==> config.mk <==
export PLATFORM = sky130hd
export DESIGN_NAME = syst_apb_master
export DESIGN_NICKNAME = d
export VERILOG_FILES = /design/src/rtl/syst_apb_pkg.sv /design/src/rtl/syst_apb_master.sv
export SDC_FILE = /design/constraint.sdc
export NUM_CORES = 1
export LEC_CHECK = 0
export ABC_AREA = 1
export CAP_MARGIN = 20
export CORE_AREA = 2 2 137 86
export DETAILED_ROUTE_END_ITERATION = 10
export DIE_AREA = 0 0 139 88
export HOLD_SLACK_MARGIN = 0.1
export PLACE_DENSITY = 0.82
export REMOVE_ABC_BUFFERS = 1
export SYNTH_ARGS = -nofsm -noshare
export SYNTH_HDL_FRONTEND = slang
export SYNTH_SLANG_ARGS = --single-unit
==> constraint.sdc <==
create_clock -name p_clk_i -period 1.79 [get_ports p_clk_i]
set_clock_uncertainty 0.05 [all_clocks]
set_input_delay 0.2685 -clock p_clk_i [delete_from_list [all_inputs] [get_ports p_clk_i]]
set_output_delay 0.2685 -clock p_clk_i [all_outputs]
set_load 0.005 [all_outputs]
==> src/rtl/syst_apb_pkg.sv <==
// Shared types and constants for the systolic-array APB requester.
// Register map of the syst_APB slave plus the master FSM encoding.
package syst_apb_pkg;

  typedef enum logic [1:0] {
    IDLE,
    SETUP,
    ACCESS,
    RESP
  } apb_mst_state_t;

  localparam logic [31:0] SYST_ADDR_DATA_IN  = 32'd0;
  localparam logic [31:0] SYST_ADDR_DATA_OUT = 32'd4;

  localparam int APB_TIMEOUT_DEFAULT = 16;

endpackage

==> src/rtl/syst_apb_master.sv <==
// APB requester: one valid/ready command becomes one SETUP+ACCESS transfer.
// Returns read data or a timeout error on a valid/ready response port.
module syst_apb_master
  import syst_apb_pkg::*;
#(
  parameter int ADDR_W  = 32,
  parameter int DATA_W  = 32,
  parameter int TIMEOUT = APB_TIMEOUT_DEFAULT
) (
  input  logic              p_clk_i,
  input  logic              p_rst_i,

  input  logic              cmd_valid_i,
  output logic              cmd_ready_o,
  input  logic              cmd_we_i,
  input  logic [ADDR_W-1:0] cmd_adr_i,
  input  logic [DATA_W-1:0] cmd_dat_i,

  output logic              rsp_valid_o,
  input  logic              rsp_ready_i,
  output logic [DATA_W-1:0] rsp_dat_o,
  output logic              rsp_err_o,

  output logic              p_sel_o,
  output logic              p_enable_o,
  output logic              p_we_o,
  output logic [ADDR_W-1:0] p_adr_o,
  output logic [DATA_W-1:0] p_dat_o,
  input  logic [DATA_W-1:0] p_dat_i,
  input  logic              p_ready_i
);

  localparam logic [7:0] CNT_LAST = 8'(TIMEOUT - 1);

  apb_mst_state_t    state_q;
  apb_mst_state_t    state_d;

  logic [7:0]        cnt_q;
  logic              we_q;
  logic [ADDR_W-1:0] adr_q;
  logic [DATA_W-1:0] dat_q;
  logic [DATA_W-1:0] rsp_dat_q;
  logic              rsp_err_q;

  logic              capture;
  logic              cnt_last;
  logic              acc_ok;
  logic              acc_tmo;
  logic              rsp_take;

  assign cnt_last = (cnt_q == CNT_LAST);

  always_ff @(posedge p_clk_i or negedge p_rst_i) begin
    if (!p_rst_i) begin
      state_q <= IDLE;
    end else begin
      state_q <= state_d;
    end
  end

  always_comb begin
    state_d = state_q;
    unique case (state_q)
      IDLE:    if (cmd_valid_i) state_d = SETUP;
      SETUP:   state_d = ACCESS;
      ACCESS:  if (p_ready_i || cnt_last) state_d = RESP;
      RESP:    if (rsp_ready_i) state_d = IDLE;
      default: state_d = IDLE;
    endcase
  end

  // cmd_ready is gated by reset so every output reads 0 while held in reset
  always_comb begin
    cmd_ready_o = 1'b0;
    p_sel_o     = 1'b0;
    p_enable_o  = 1'b0;
    rsp_valid_o = 1'b0;
    capture     = 1'b0;
    acc_ok      = 1'b0;
    acc_tmo     = 1'b0;
    rsp_take    = 1'b0;
    unique case (state_q)
      IDLE: begin
        cmd_ready_o = p_rst_i;
        capture     = cmd_valid_i;
      end
      SETUP: begin
        p_sel_o = 1'b1;
      end
      ACCESS: begin
        p_sel_o    = 1'b1;
        p_enable_o = 1'b1;
        acc_ok     = p_ready_i;
        acc_tmo    = !p_ready_i && cnt_last;
      end
      RESP: begin
        rsp_valid_o = 1'b1;
        rsp_take    = rsp_ready_i;
      end
      default: begin
        cmd_ready_o = 1'b0;
      end
    endcase
  end

  always_ff @(posedge p_clk_i or negedge p_rst_i) begin
    if (!p_rst_i) begin
      we_q  <= 1'b0;
      adr_q <= '0;
      dat_q <= '0;
    end else if (capture) begin
      we_q  <= cmd_we_i;
      adr_q <= cmd_adr_i;
      dat_q <= cmd_dat_i;
    end
  end

  // ready wins over the final count, so a late slave still succeeds
  always_ff @(posedge p_clk_i or negedge p_rst_i) begin
    if (!p_rst_i) begin
      cnt_q <= '0;
    end else if (rsp_take) begin
      cnt_q <= '0;
    end else if (p_enable_o && !acc_ok && !acc_tmo) begin
      cnt_q <= cnt_q + 8'd1;
    end
  end

  always_ff @(posedge p_clk_i or negedge p_rst_i) begin
    if (!p_rst_i) begin
      rsp_dat_q <= '0;
      rsp_err_q <= 1'b0;
    end else if (acc_ok) begin
      rsp_dat_q <= we_q ? '0 : p_dat_i;
      rsp_err_q <= 1'b0;
    end else if (acc_tmo) begin
      rsp_dat_q <= '0;
      rsp_err_q <= 1'b1;
    end
  end

  assign p_we_o    = we_q;
  assign p_adr_o   = adr_q;
  assign p_dat_o   = dat_q;
  assign rsp_dat_o = rsp_dat_q;
  assign rsp_err_o = rsp_err_q;

endmodule

======== Word level (Yosys, flattened, before mapping) ========
Cells that the tools add are included.
W data, S select, Z words.
operators by class
  add/subtract/negate cells ............... 1
  $mul .................................... 0
  divide/modulo/power cells ............... 0
  order comparisons ....................... 0
  equality and inequality tests ........... 7
  shift-type cells ........................ 0
  muxes and demuxes ....................... 19
  bitwise operators ....................... 0
  reductions and logical operators ........ 12
operators with widths
  operator               number
  $mux W32               3
  $mux W8                2
  $mux W1                10
  $add A8 B1 Y8 const B  1
  $eq A8 B4 Y1 const B   1
  $pmux W2 S4            1
  $mux W2                3
  $ne A2 B2 Y1 const B   3
  $eq A2 B2 Y1 const B   2
  $reduce_bool A2 Y1     2
  $logic_and A1 B1 Y1    3
  $logic_not A1 Y1       3
  $reduce_and A3 Y1      1
  $eq A2 B1 Y1 const B   1
  $logic_not A2 Y1       1
  $reduce_or A2 Y1       1
  $logic_or A1 B1 Y1     1
word-level totals
  register bits ........................... 108
  bits in latches ......................... 0
  bits in writable memories ............... 0
  bits in read-only memories .............. 0
  bits of input ports ..................... 102
  output and inout bits ................... 102
  word-level logic and storage cells ...... 46
  memories kept ........................... 0

======== Longest topological paths before layout ========
Gate-level depths: netlist of the first run.
  depth in word-level cells ............... 7
  gate-level depth with buffers ........... 9
  gate-level depth less buffers ........... 9

======== Least setup slack after synthesis of the first run ========
OpenSTA, ideal clock, no wires.
  path type ............................... register to register
  from .................................... register state_q[0]
  to ...................................... register adr_q[11], in the netlist p_adr_o[11]
  setup time .............................. 125 ps
  arrival time ............................ 1429 ps
  data required time ...................... 1615 ps
  setup slack ............................. 186 ps
  cell stages (with the launch flop) ...... 7
  buffers on the path ..................... 2
  clock period less this slack ............ 1604 ps
  path through ............................ dfrtp_1 -> inv_1 -> ha_1 -> nand2_1 -> buf_2 -> buf_2 -> mux2_2
between the ends
  cells in the longest elaborated chain, start to end .. 2
ends and longest elaborated chain
  item                    line                    RTL
  start, declared         syst_apb_master.sv:35   apb_mst_state_t state_q;
  start signal, assigned  syst_apb_master.sv:57   state_q <= state_d;
  $logic_not A2 Y1        syst_apb_master.sv:82   unique case (state_q)
  $mux W1                 syst_apb_master.sv:82
  end signal, assigned    syst_apb_master.sv:113  adr_q <= cmd_adr_i;
  end, declared           syst_apb_master.sv:40   logic [ADDR_W-1:0] adr_q;
Every way passes these cells.
A chain may end at the register's enable or synchronous reset.

======== Worst setup path after layout of the first run ========
  from .................................... register state_q[1]
  to ...................................... output rsp_valid_o
between the ends
  cells in the longest elaborated chain, start to end .. 2
ends and longest elaborated chain
  item           line                   RTL
  $eq A2 B2 Y1   syst_apb_master.sv:82
  $mux W1        syst_apb_master.sv:82
  end, declared  syst_apb_master.sv:19  output logic rsp_valid_o,
Every way passes these cells.

==> results.py, run 1 <==
metrics = {
    "run_status": {
        "status": "finished, final reports clean",
    },
    "power": {
        "p_leak_uw": 0.003181,
        "total_power_uw": 10800,
        "p_per_area_nw_per_um2": 1548,
        "ir_drop_mv": 0.8355,
    },
    "cells_and_area": {
        "fin_nets": 693,
        "final_core_util_pct": 63.64,
        "final_cells": 735,
        "drive_above_1_share_pct": 18.10,
        "final_cell_mix": "clkdlybuf4s50_1 (199), dfrtp_1 (108), nand2_1 (96)",
        "insertedDiodeCount": 0,
        "design_area_um2": 6975,
        "area_growth_pct": 59.42,
        "n_fill_cell": 827,
        "final_common_cell": "clkdlybuf4s50_1",
    },
    "critical_path": {
        "critPathKind": "flop to output pin",
        "cp.depth": 2,
        "critPathSlowestCell": "clkdlybuf4s50_1",
        "cp-start-kind": "flop",
        "critPathBufInv": 1,
        "worst-r2r-cell-count": 6,
        "crit_arrival_ns": 1.43,
        "crit_path_max_fanout": 3,
        "cp_data_required_time_ns": 1.47,
        "slowest_delay_ns": 0.50,
        "crit_path_end_kind": "output pin",
        "rrSetupSlack_ns": 0.15,
        "cp-endpoint": "rsp_valid_o",
        "crit_chain": "ha_2, clkdlybuf4s50_1",
        "reg2reg_from": "state_q[1]$_DFFE_PN0P_",
        "cp_top_family": "buffers and inverters",
        "r2r-end": "p_adr_o[11]$_DFFE_PN0P_",
        "setup.worst_path.start": "state_q[1]$_DFFE_PN0P_",
    },
    "clock_tree": {
        "root_buffer": "clkbuf_16",
        "insertion_delay_ns": 0.33,
        "htreeDepth": 3,
        "cts_made_buffers": 9,
        "cts.reportedPaths.clkPinSlew_ns": 0.08,
        "cts.path.max_buffers": 2,
        "cts.sinks": 108,
        "cts_tree": "built",
    },
    "floorplan": {
        "fp.dieW_um": 139,
        "core-area_um2": 10960,
        "die_area_um2": 12230,
        "ioPinCount": 204,
        "num_rows": 30,
        "start_util_pct": 39.92,
        "die_y_um": 88,
    },
    "logic_synthesis": {
        "synth.avg_cell_area_um2": 11.73,
        "yosys.area_share.simple_pct": 15.41,
        "yosysWarnings": 0,
        "synth_seq_area_share_pct": 61.77,
        "synth-compound-area-share_pct": 0.8865,
        "synth_xor_xnor_area_share_pct": 0.4003,
        "synth_seq_cells": 108,
        "yosysTopAreaCell": "dfrtp_1",
        "netlist_instances": 373,
        "yosysTopAreaCellShare_pct": 61.77,
        "synth.distinct_cells": 21,
        "synth_mux_area_share_pct": 16.73,
        "synth.cell_area_um2": 4375,
        "yosys.area_share.adder_pct": 1.430,
        "yosys-top-cells-area": "dfrtp_1 (62%), mux2_2 (17%), nand2_1 (8.3%)",
        "synth_top_family_by_area": "multiplexers",
    },
    "hold_path": {
        "hp-class": "primary input to flop",
        "hold_depth": 3,
    },
    "grt": {
        "antenna_found_initial": 0,
        "grt_pass1_vias": 3740,
        "grt_start_max_net_pins": 109,
        "grtUsageTotal_pct": 18.62,
        "grt_pass1_wl_um": 18150,
        "grt-ovfl-total": 0,
    },
    "timing": {
        "period_needed_ns": 1.752,
        "setup_viol": 0,
        "period_share_pct": 97.87,
        "rsz0062_at_grt": "true",
        "tightest_slew_ns": 0.5690,
        "drv_slew": 0,
        "max_freq_mhz": 570.8,
        "fin_ws_ns": 0.03815,
        "max_slew_margin_pct": 62.07,
        "hold_viol": 0,
    },
    "placement": {
        "dp_hpwl_um": 8250,
        "dp_cells": 715,
        "portBuffers": 203,
        "dpl_cell_area_um2": 6625,
        "preCtsSetupSlack_ns": 0.1213,
        "globalplace.congestion": 0.8462,
    },
    "route": {
        "post-route-drc-count": 0,
        "viasPerCell": 4.777,
        "initialDrtViolationCount": 108,
        "first_pass_iters": 4,
        "wl_um": 11210,
        "vias": 3511,
        "wire_per_inst_um": 15.25,
        "postRouteAntennaNets": 0,
    },
    "run": {
        "cap_violations": 0,
    },
}
## layer usage
layer | up-vias | part of all wire (%) | track usage (%)
met2 | 130 | 47 | 30.32
met5 | - | 0 | 0
met1 | 1722 | 44 | 24.05
met4 | 0 | 0.22 | 3.306
met3 | 2 | 8.8 | 7.709
li1 | 1657 | - | -
## synthesized netlist by cell type, drive strengths merged
| cell | count |
|---|---|
| dfrtp | 108 |
| nand2 | 98 |
| mux2 | 65 |
| nand3 | 43 |
| inv | 14 |
| buf | 13 |
| nor2 | 12 |
| ha | 5 |
| clkbuf | 3 |
| nand4 | 3 |
| o21ai | 3 |
| a21oi | 2 |
| xor2 | 2 |
| o21bai | 1 |
| o22ai | 1 |
## tightest hold or removal path: cells and delay by family
| family | cells | cell delay, ns |
|---|---|---|
| AND/OR/NAND/NOR | 2 | 0.10 |
| buffers and inverters | 1 | 0.39 |
## cell type report
class,count,area [µm²],share of cell area [%]
clock inverters,5,43.79,0.6278
multi-input cells,235,1555,22.30
clock buffers,11,242.7,3.480
inverters,14,52.55,0.7534
repair buffers,218,2198,31.52
flip-flops and latches,108,2703,38.74
well taps,144,180.2,2.583
## registers in the layout (all words and copies together) (netlist names)
signal / count
state_q: 2
p_we_o: 1
p_dat_o: 32
cnt_q: 8
rsp_dat_o: 32
p_adr_o: 32
rsp_err_o: 1
## worst min path at each step
stage                start                        end  slack [ns]
2_1_floorplan      p_rst_i       cnt_q[0]$_DFFE_PN0P_       -0.08
3_3_place_gp       p_rst_i         p_we_o$_DFFE_PN0P_        0.38
3_5_place_dp       p_rst_i  rsp_dat_o[17]$_DFFE_PN0P_        0.40
4_1_cts        p_dat_i[15]  rsp_dat_o[15]$_DFFE_PN0P_        0.40
5_1_grt         p_dat_i[1]   rsp_dat_o[1]$_DFFE_PN0P_        0.40
6_report        p_dat_i[1]   rsp_dat_o[1]$_DFFE_PN0P_        0.41
## per-stage QoR
step / hold slack [ns] / setup TNS [ns]
global placement: 0.3849 / 0
finish: 0.4110 / 0
detailed placement: 0.3972 / 0
floorplan: -0.07709 / -72.02
CTS: 0.3994 / -0.3546
global route: 0.4028 / -0.02721
## report_power, final
group | internal (µW) | switching (µW) | total [µW]
combinational | 3110 | 1650 | 4760
clock | 1000 | 890 | 1890
sequential | 3530 | 619 | 4150
## kinds of logic (layout without fill, tap and decap cells)
logic type,Yosys count,after routing
xor gates and xnor gates,2,2
AOI/OAI and AO/OA,7,7
muxes,65,65
and+or+nand+nor,156,156
DFF,108,108
adders and majority gates,5,5
buffers and inverters,30,248
## what timing repair did
action                                  CTS  global route
pin swaps                                 0             1
hold buffers                              1             0
resized for setup                         3             7
setup buffers                             0             3
endpoints found under the hold margin   108             0
endpoints found under the setup margin    4             3
Note: power is estimated with default switching activity, not from simulation.
==> run 2, diff against run 1 <==
Settings changed: CAP_MARGIN 20 to 40.
Clock period 1.79 ns to 1.73 ns, I/O delays scaled along.
==> results.py, run 2 (synthesis results as in run 1) <==
metrics = {
    "run_status": {
        "status": "finished, final reports clean",
    },
    "critical_path": {
        "cp_data_required_time_ns": 1.42,
        "crit_path_max_fanout": 3,
        "crit_path_end_kind": "output pin",
        "r2r-end": "p_dat_o[19]$_DFFE_PN0P_",
        "worst-r2r-cell-count": 6,
        "critPathKind": "flop to output pin",
        "crit_arrival_ns": 1.37,
        "rrSetupSlack_ns": 0.09,
        "cp-start-kind": "flop",
        "reg2reg_from": "state_q[1]$_DFFE_PN0P_",
    },
    "timing": {
        "tightest_slew_ns": 0.5846,
        "fin_ws_ns": 0.05006,
        "hold_viol": 0,
        "period_share_pct": 97.11,
        "drv_slew": 0,
        "rsz0062_at_grt": "false",
        "max_slew_margin_pct": 61.03,
        "finalSetupTns_ns": 0,
        "max_freq_mhz": 595.3,
        "setup_viol": 0,
        "period_needed_ns": 1.680,
    },
    "route": {
        "post-route-drc-count": 0,
        "postRouteAntennaNets": 0,
        "viasPerCell": 4.803,
        "wire_per_inst_um": 15.69,
        "wl_um": 11530,
        "first_pass_iters": 4,
        "vias": 3530,
        "initialDrtViolationCount": 116,
    },
    "power": {
        "clkPwrFrac_pct": 17.6,
        "seq_power_share_pct": 38.4,
        "p_per_area_nw_per_um2": 1605,
        "p_switching_uw": 3285,
        "ir_drop_mv": 0.8378,
        "power.internal_uw": 7898,
        "pwr-share-comb_pct": 44.0,
        "switching_share_pct": 29.37,
        "p_leak_uw": 0.003157,
        "total_power_uw": 11180,
    },
    "floorplan": {
        "ioPinCount": 204,
        "num_rows": 30,
        "die_y_um": 88,
        "core-area_um2": 10960,
        "die_area_um2": 12230,
        "fp.dieW_um": 139,
        "start_util_pct": 39.92,
    },
    "hold_path": {
        "holdPathEnd": "rsp_dat_o[14]$_DFFE_PN0P_",
        "hp-class": "primary input to flop",
        "hold_start": "p_dat_i[14]",
        "hold_depth": 3,
    },
    "cells_and_area": {
        "final_cells": 735,
        "n_fill_cell": 837,
        "drive_above_1_share_pct": 18.44,
        "seqCellArea_um2": 2703,
        "area_growth_pct": 59.25,
        "multi_input_area_um2": 1565,
        "final_cell_mix": "clkdlybuf4s50_1 (198), dfrtp_1 (108), nand2_1 (96)",
        "fin_nets": 693,
        "final_common_cell": "clkdlybuf4s50_1",
        "final_core_util_pct": 63.57,
        "insertedDiodeCount": 0,
    },
    "placement": {
        "globalplace.congestion": 0.8061,
        "preCtsSetupSlack_ns": 0.03432,
        "dp_hpwl_um": 8389,
        "dp_cells": 712,
        "portBuffers": 203,
    },
    "clock_tree": {
        "cts_tree": "built",
        "cts.path.max_buffers": 2,
        "htreeDepth": 3,
        "cts.reportedPaths.clkPinSlew_ns": 0.07,
        "root_buffer": "clkbuf_16",
        "cts_made_buffers": 9,
        "insertion_delay_ns": 0.34,
        "cts.sinks": 108,
    },
    "grt": {
        "grt_pass1_vias": 3797,
        "grt-ovfl-total": 0,
        "grt_pass1_wl_um": 18710,
        "grtUsageTotal_pct": 19.24,
        "antenna_found_initial": 0,
        "grt_start_max_net_pins": 109,
    },
    "run": {
        "cap_violations": 0,
    },
}
==> run 2: power groups by stage <==
| stage | Clock [µW] | Sequential (µW) | Combinational, µW |
|---|---|---|---|
| after detailed placement | 0 | 4320 | 4850 |
| final | 1970 | 4290 | 4930 |
| after floorplan | 0 | 4330 | 1740 |
| after global routing | 2130 | 4450 | 5340 |
| after global placement | 0 | 4240 | 4730 |
| after CTS | 2040 | 4290 | 5010 |
==> run 2: what timing repair did <==
item | 4_1_cts | 5_1_grt
gates resized for setup | 12 | 4
pin swaps | 1 | 2
buffers inserted | 5 | 1
endpoints found under the hold margin | 108 | 0
endpoints found under the setup margin | 5 | 8
hold buffers | 1 | 0
cloned | 0 | 0
==> run 2: per-layer routing <==
layer	global-route usage, %	up-vias	wire length (µm)
met1	24.17	1740	4868
li1	-	1656	-
met2	31.84	120	5543
met4	5.234	0	146
met3	7.326	14	972
met5	0	-	0
==> run 2: how the worst max path moves through the flow <==
stage / start / endpoint / cells after the start
6_report: state_q[0]$_DFFE_PN0P_ / rsp_valid_o / 3
5_1_grt: state_q[0]$_DFFE_PN0P_ / rsp_valid_o / 3
4_1_cts: state_q[1]$_DFFE_PN0P_ / cmd_ready_o / 6
3_5_place_dp: state_q[0]$_DFFE_PN0P_ / cnt_q[6]$_DFFE_PN0P_ / 10
3_3_place_gp: cmd_valid_i / p_dat_o[16]$_DFFE_PN0P_ / 4
2_1_floorplan: state_q[0]$_DFFE_PN0P_ / p_adr_o[0]$_DFFE_PN0P_ / 4
==> run 2: worst max-delay path, cell delays in order (launching register included) <==
cell and delay [ns]:
dfrtp_1 0.39, buf_4 0.14, ha_1 0.23, dlygate4sd2_1 0.27
==> run 2: final cells by class <==
| type | count | area share [%] |
|---|---|---|
| clock buffers | 11 | 3.484 |
| clock inverters | 5 | 0.6105 |
| inverters | 14 | 0.7542 |
| multi-input cells | 235 | 22.46 |
| flip-flops and latches | 108 | 38.79 |
| well taps | 144 | 2.586 |
| repair buffers | 218 | 31.32 |
==> run 2: metrics by stage <==
stage | instance area, µm² | hold WS [ns]
5_1_grt | 6968 | 0.3949
6_report | 6968 | 0.4043
3_3_place_gp | 6603 | 0.3704
3_5_place_dp | 6603 | 0.3816
4_1_cts | 6958 | 0.3919
2_1_floorplan | 4280 | -0.08609
==> run 3, diff against run 2 <==
Settings changed: SETUP_SLACK_MARGIN set to 0.2.
==> results.py, run 3 (synthesis results as in run 1) <==
metrics = {
    "run_status": {
        "status": "finished, final reports clean",
    },
    "clock_tree": {
        "cts_made_buffers": 9,
        "cts_tree": "built",
        "htreeDepth": 3,
        "cts.path.max_buffers": 2,
        "insertion_delay_ns": 0.34,
        "cts.reportedPaths.clkPinSlew_ns": 0.08,
        "root_buffer": "clkbuf_16",
        "cts.sinks": 108,
    },
    "critical_path": {
        "crit_path_end_kind": "flop",
        "cp_top_family": "buffers and inverters",
        "rrSetupSlack_ns": 0.06,
        "cp_data_required_time_ns": 1.90,
        "cp-start-kind": "flop",
        "reg2reg_from": "state_q[1]$_DFFE_PN0P_",
        "r2r-end": "p_dat_o[23]$_DFFE_PN0P_",
        "critPathKind": "flop to flop",
        "critPathBufInv": 4,
        "worst-r2r-cell-count": 7,
        "slowest_delay_ns": 0.41,
        "critPathSlowestCell": "dfrtp_1",
        "crit_arrival_ns": 1.84,
        "crit_chain": "buf_6, inv_4, ha_4, buf_12, nand2_8, clkbuf_16, mux2_2",
        "crit_path_max_fanout": 6,
    },
    "cells_and_area": {
        "insertedDiodeCount": 0,
        "n_fill_cell": 691,
        "drive_above_1_share_pct": 32.49,
        "area_growth_pct": 86.36,
        "design_area_um2": 8154,
        "seqCellArea_um2": 2705,
        "final_cell_mix": "dfrtp_1 (106), clkdlybuf4s50_1 (104), nand2_1 (56)",
        "fin_nets": 736,
        "final_common_cell": "dfrtp_1",
        "multi_input_area_um2": 2031,
    },
    "hold_path": {
        "hold_start": "p_dat_i[1]",
        "hold_depth": 3,
        "hp-class": "primary input to flop",
        "holdPathEnd": "rsp_dat_o[1]$_DFFE_PN0P_",
    },
    "grt": {
        "grt_pass1_vias": 3870,
        "grt_pass1_wl_um": 19460,
        "antenna_found_initial": 0,
        "grtUsageTotal_pct": 20.20,
        "grt_start_max_net_pins": 109,
        "grt-ovfl-total": 0,
    },
    "floorplan": {
        "fp.dieW_um": 139,
        "start_util_pct": 39.92,
        "die_y_um": 88,
        "die_area_um2": 12230,
        "num_rows": 30,
        "ioPinCount": 204,
        "core-area_um2": 10960,
    },
    "route": {
        "first_pass_iters": 4,
        "wl_um": 15300,
        "vias": 3910,
        "viasPerCell": 5.026,
        "initialDrtViolationCount": 185,
        "post-route-drc-count": 0,
        "postRouteAntennaNets": 0,
        "wire_per_inst_um": 19.66,
    },
    "timing": {
        "max_freq_mhz": 598.6,
        "fin_ws_ns": 0.05938,
        "hold_viol": 0,
        "period_needed_ns": 1.671,
        "max_slew_margin_pct": 60.53,
        "finalSetupTns_ns": 0,
        "period_share_pct": 96.57,
        "rsz0062_at_grt": "true",
        "drv_slew": 0,
        "tightest_slew_ns": 0.5921,
        "setup_viol": 0,
    },
    "placement": {
        "globalplace.congestion": 0.8061,
        "preCtsSetupSlack_ns": 0.03432,
        "dpl_cell_area_um2": 6603,
        "portBuffers": 203,
        "dp_hpwl_um": 8389,
    },
    "power": {
        "seq_power_share_pct": 34.0,
        "ir_drop_mv": 0.8591,
        "switching_share_pct": 31.62,
        "p_per_area_nw_per_um2": 1558,
        "p_switching_uw": 4018,
        "total_power_uw": 12710,
        "power.internal_uw": 8689,
        "clkPwrFrac_pct": 15.7,
        "p_leak_uw": 0.004448,
        "pwr-share-comb_pct": 50.3,
    },
    "run": {
        "cap_violations": 0,
    },
}
[run 3: cell types whose count changed in the layout (fill, tap and decap cells not counted), sizes merged]
cell,previous run,this run
dlymetal6s2s,0,44
dlygate4sd2,2,50
clkbuf,13,22
clkdlybuf4s50,198,104
buf,15,50
nand2,98,99
[run 3: how the worst max path moves through the flow]
stage	startpoint	to	slack [ns]	depth (start not counted)
3_5_place_dp	state_q[0]$_DFFE_PN0P_	cnt_q[6]$_DFFE_PN0P_	0.03	10
5_1_grt	state_q[1]$_DFFE_PN0P_	p_dat_o[23]$_DFFE_PN0P_	0.03	7
3_3_place_gp	cmd_valid_i	p_dat_o[16]$_DFFE_PN0P_	0.05	4
4_1_cts	state_q[1]$_DFFE_PN0P_	cmd_ready_o	0.09	6
2_1_floorplan	state_q[0]$_DFFE_PN0P_	p_adr_o[0]$_DFFE_PN0P_	-0.91	4
6_report	state_q[1]$_DFFE_PN0P_	p_dat_o[23]$_DFFE_PN0P_	0.06	7
[run 3: final cells by class]
class / count / share of cell area [%]
Tap cell: 144 / 2.210
Timing Repair Buffer: 260 / 35.51
Multi-Input combinational cell: 236 / 24.90
Clock inverter: 5 / 0.5217
Clock buffer: 11 / 2.977
Sequential cell: 108 / 33.17
Inverter: 14 / 0.7058
[run 3: stage by stage]
stage,hold WS (ns),instances,util (%)
6_report,0.4032,778,74.40
2_1_floorplan,-0.08609,357,-
3_3_place_gp,0.3704,712,60.24
5_1_grt,0.4058,778,74.40
4_1_cts,0.3919,742,64.38
3_5_place_dp,0.3816,712,60.24
[run 3: layer usage]
layer / global-route usage [%] / share of wire, % / up-vias
li1: - / - / 1747
met1: 25.99 / 42 / 1968
met2: 32.92 / 48 / 176
met3: 7.326 / 8.6 / 19
met4: 5.510 / 1.1 / 0
met5: 0 / 0 / -
[run 3: power groups by stage]
stage / Clock [µW] / Sequential [µW] / Combinational, µW
2_1_floorplan: 0 / 4330 / 1740
3_3_place_gp: 0 / 4240 / 4730
3_5_place_dp: 0 / 4320 / 4850
4_1_cts: 2040 / 4260 / 4990
5_1_grt: 2150 / 4460 / 6780
6_report: 2000 / 4310 / 6390
[run 3: tightest hold or removal path, delay by kind of cell]
family        cells  cell delay [ns]
buf+inv           1             0.40
simple gates      2             0.10
[run 3: repair_timing]
| action | 4_1_cts | 5_1_grt |
|---|---|---|
| gates cloned | 3 | 14 |
| endpoints found under the setup margin | 154 | 156 |
| hold endpoints to repair | 108 | 0 |
| resized for setup | 81 | 184 |
| pin swaps | 4 | 43 |
| hold buffers | 1 | 0 |
| buffers inserted | 10 | 22 |
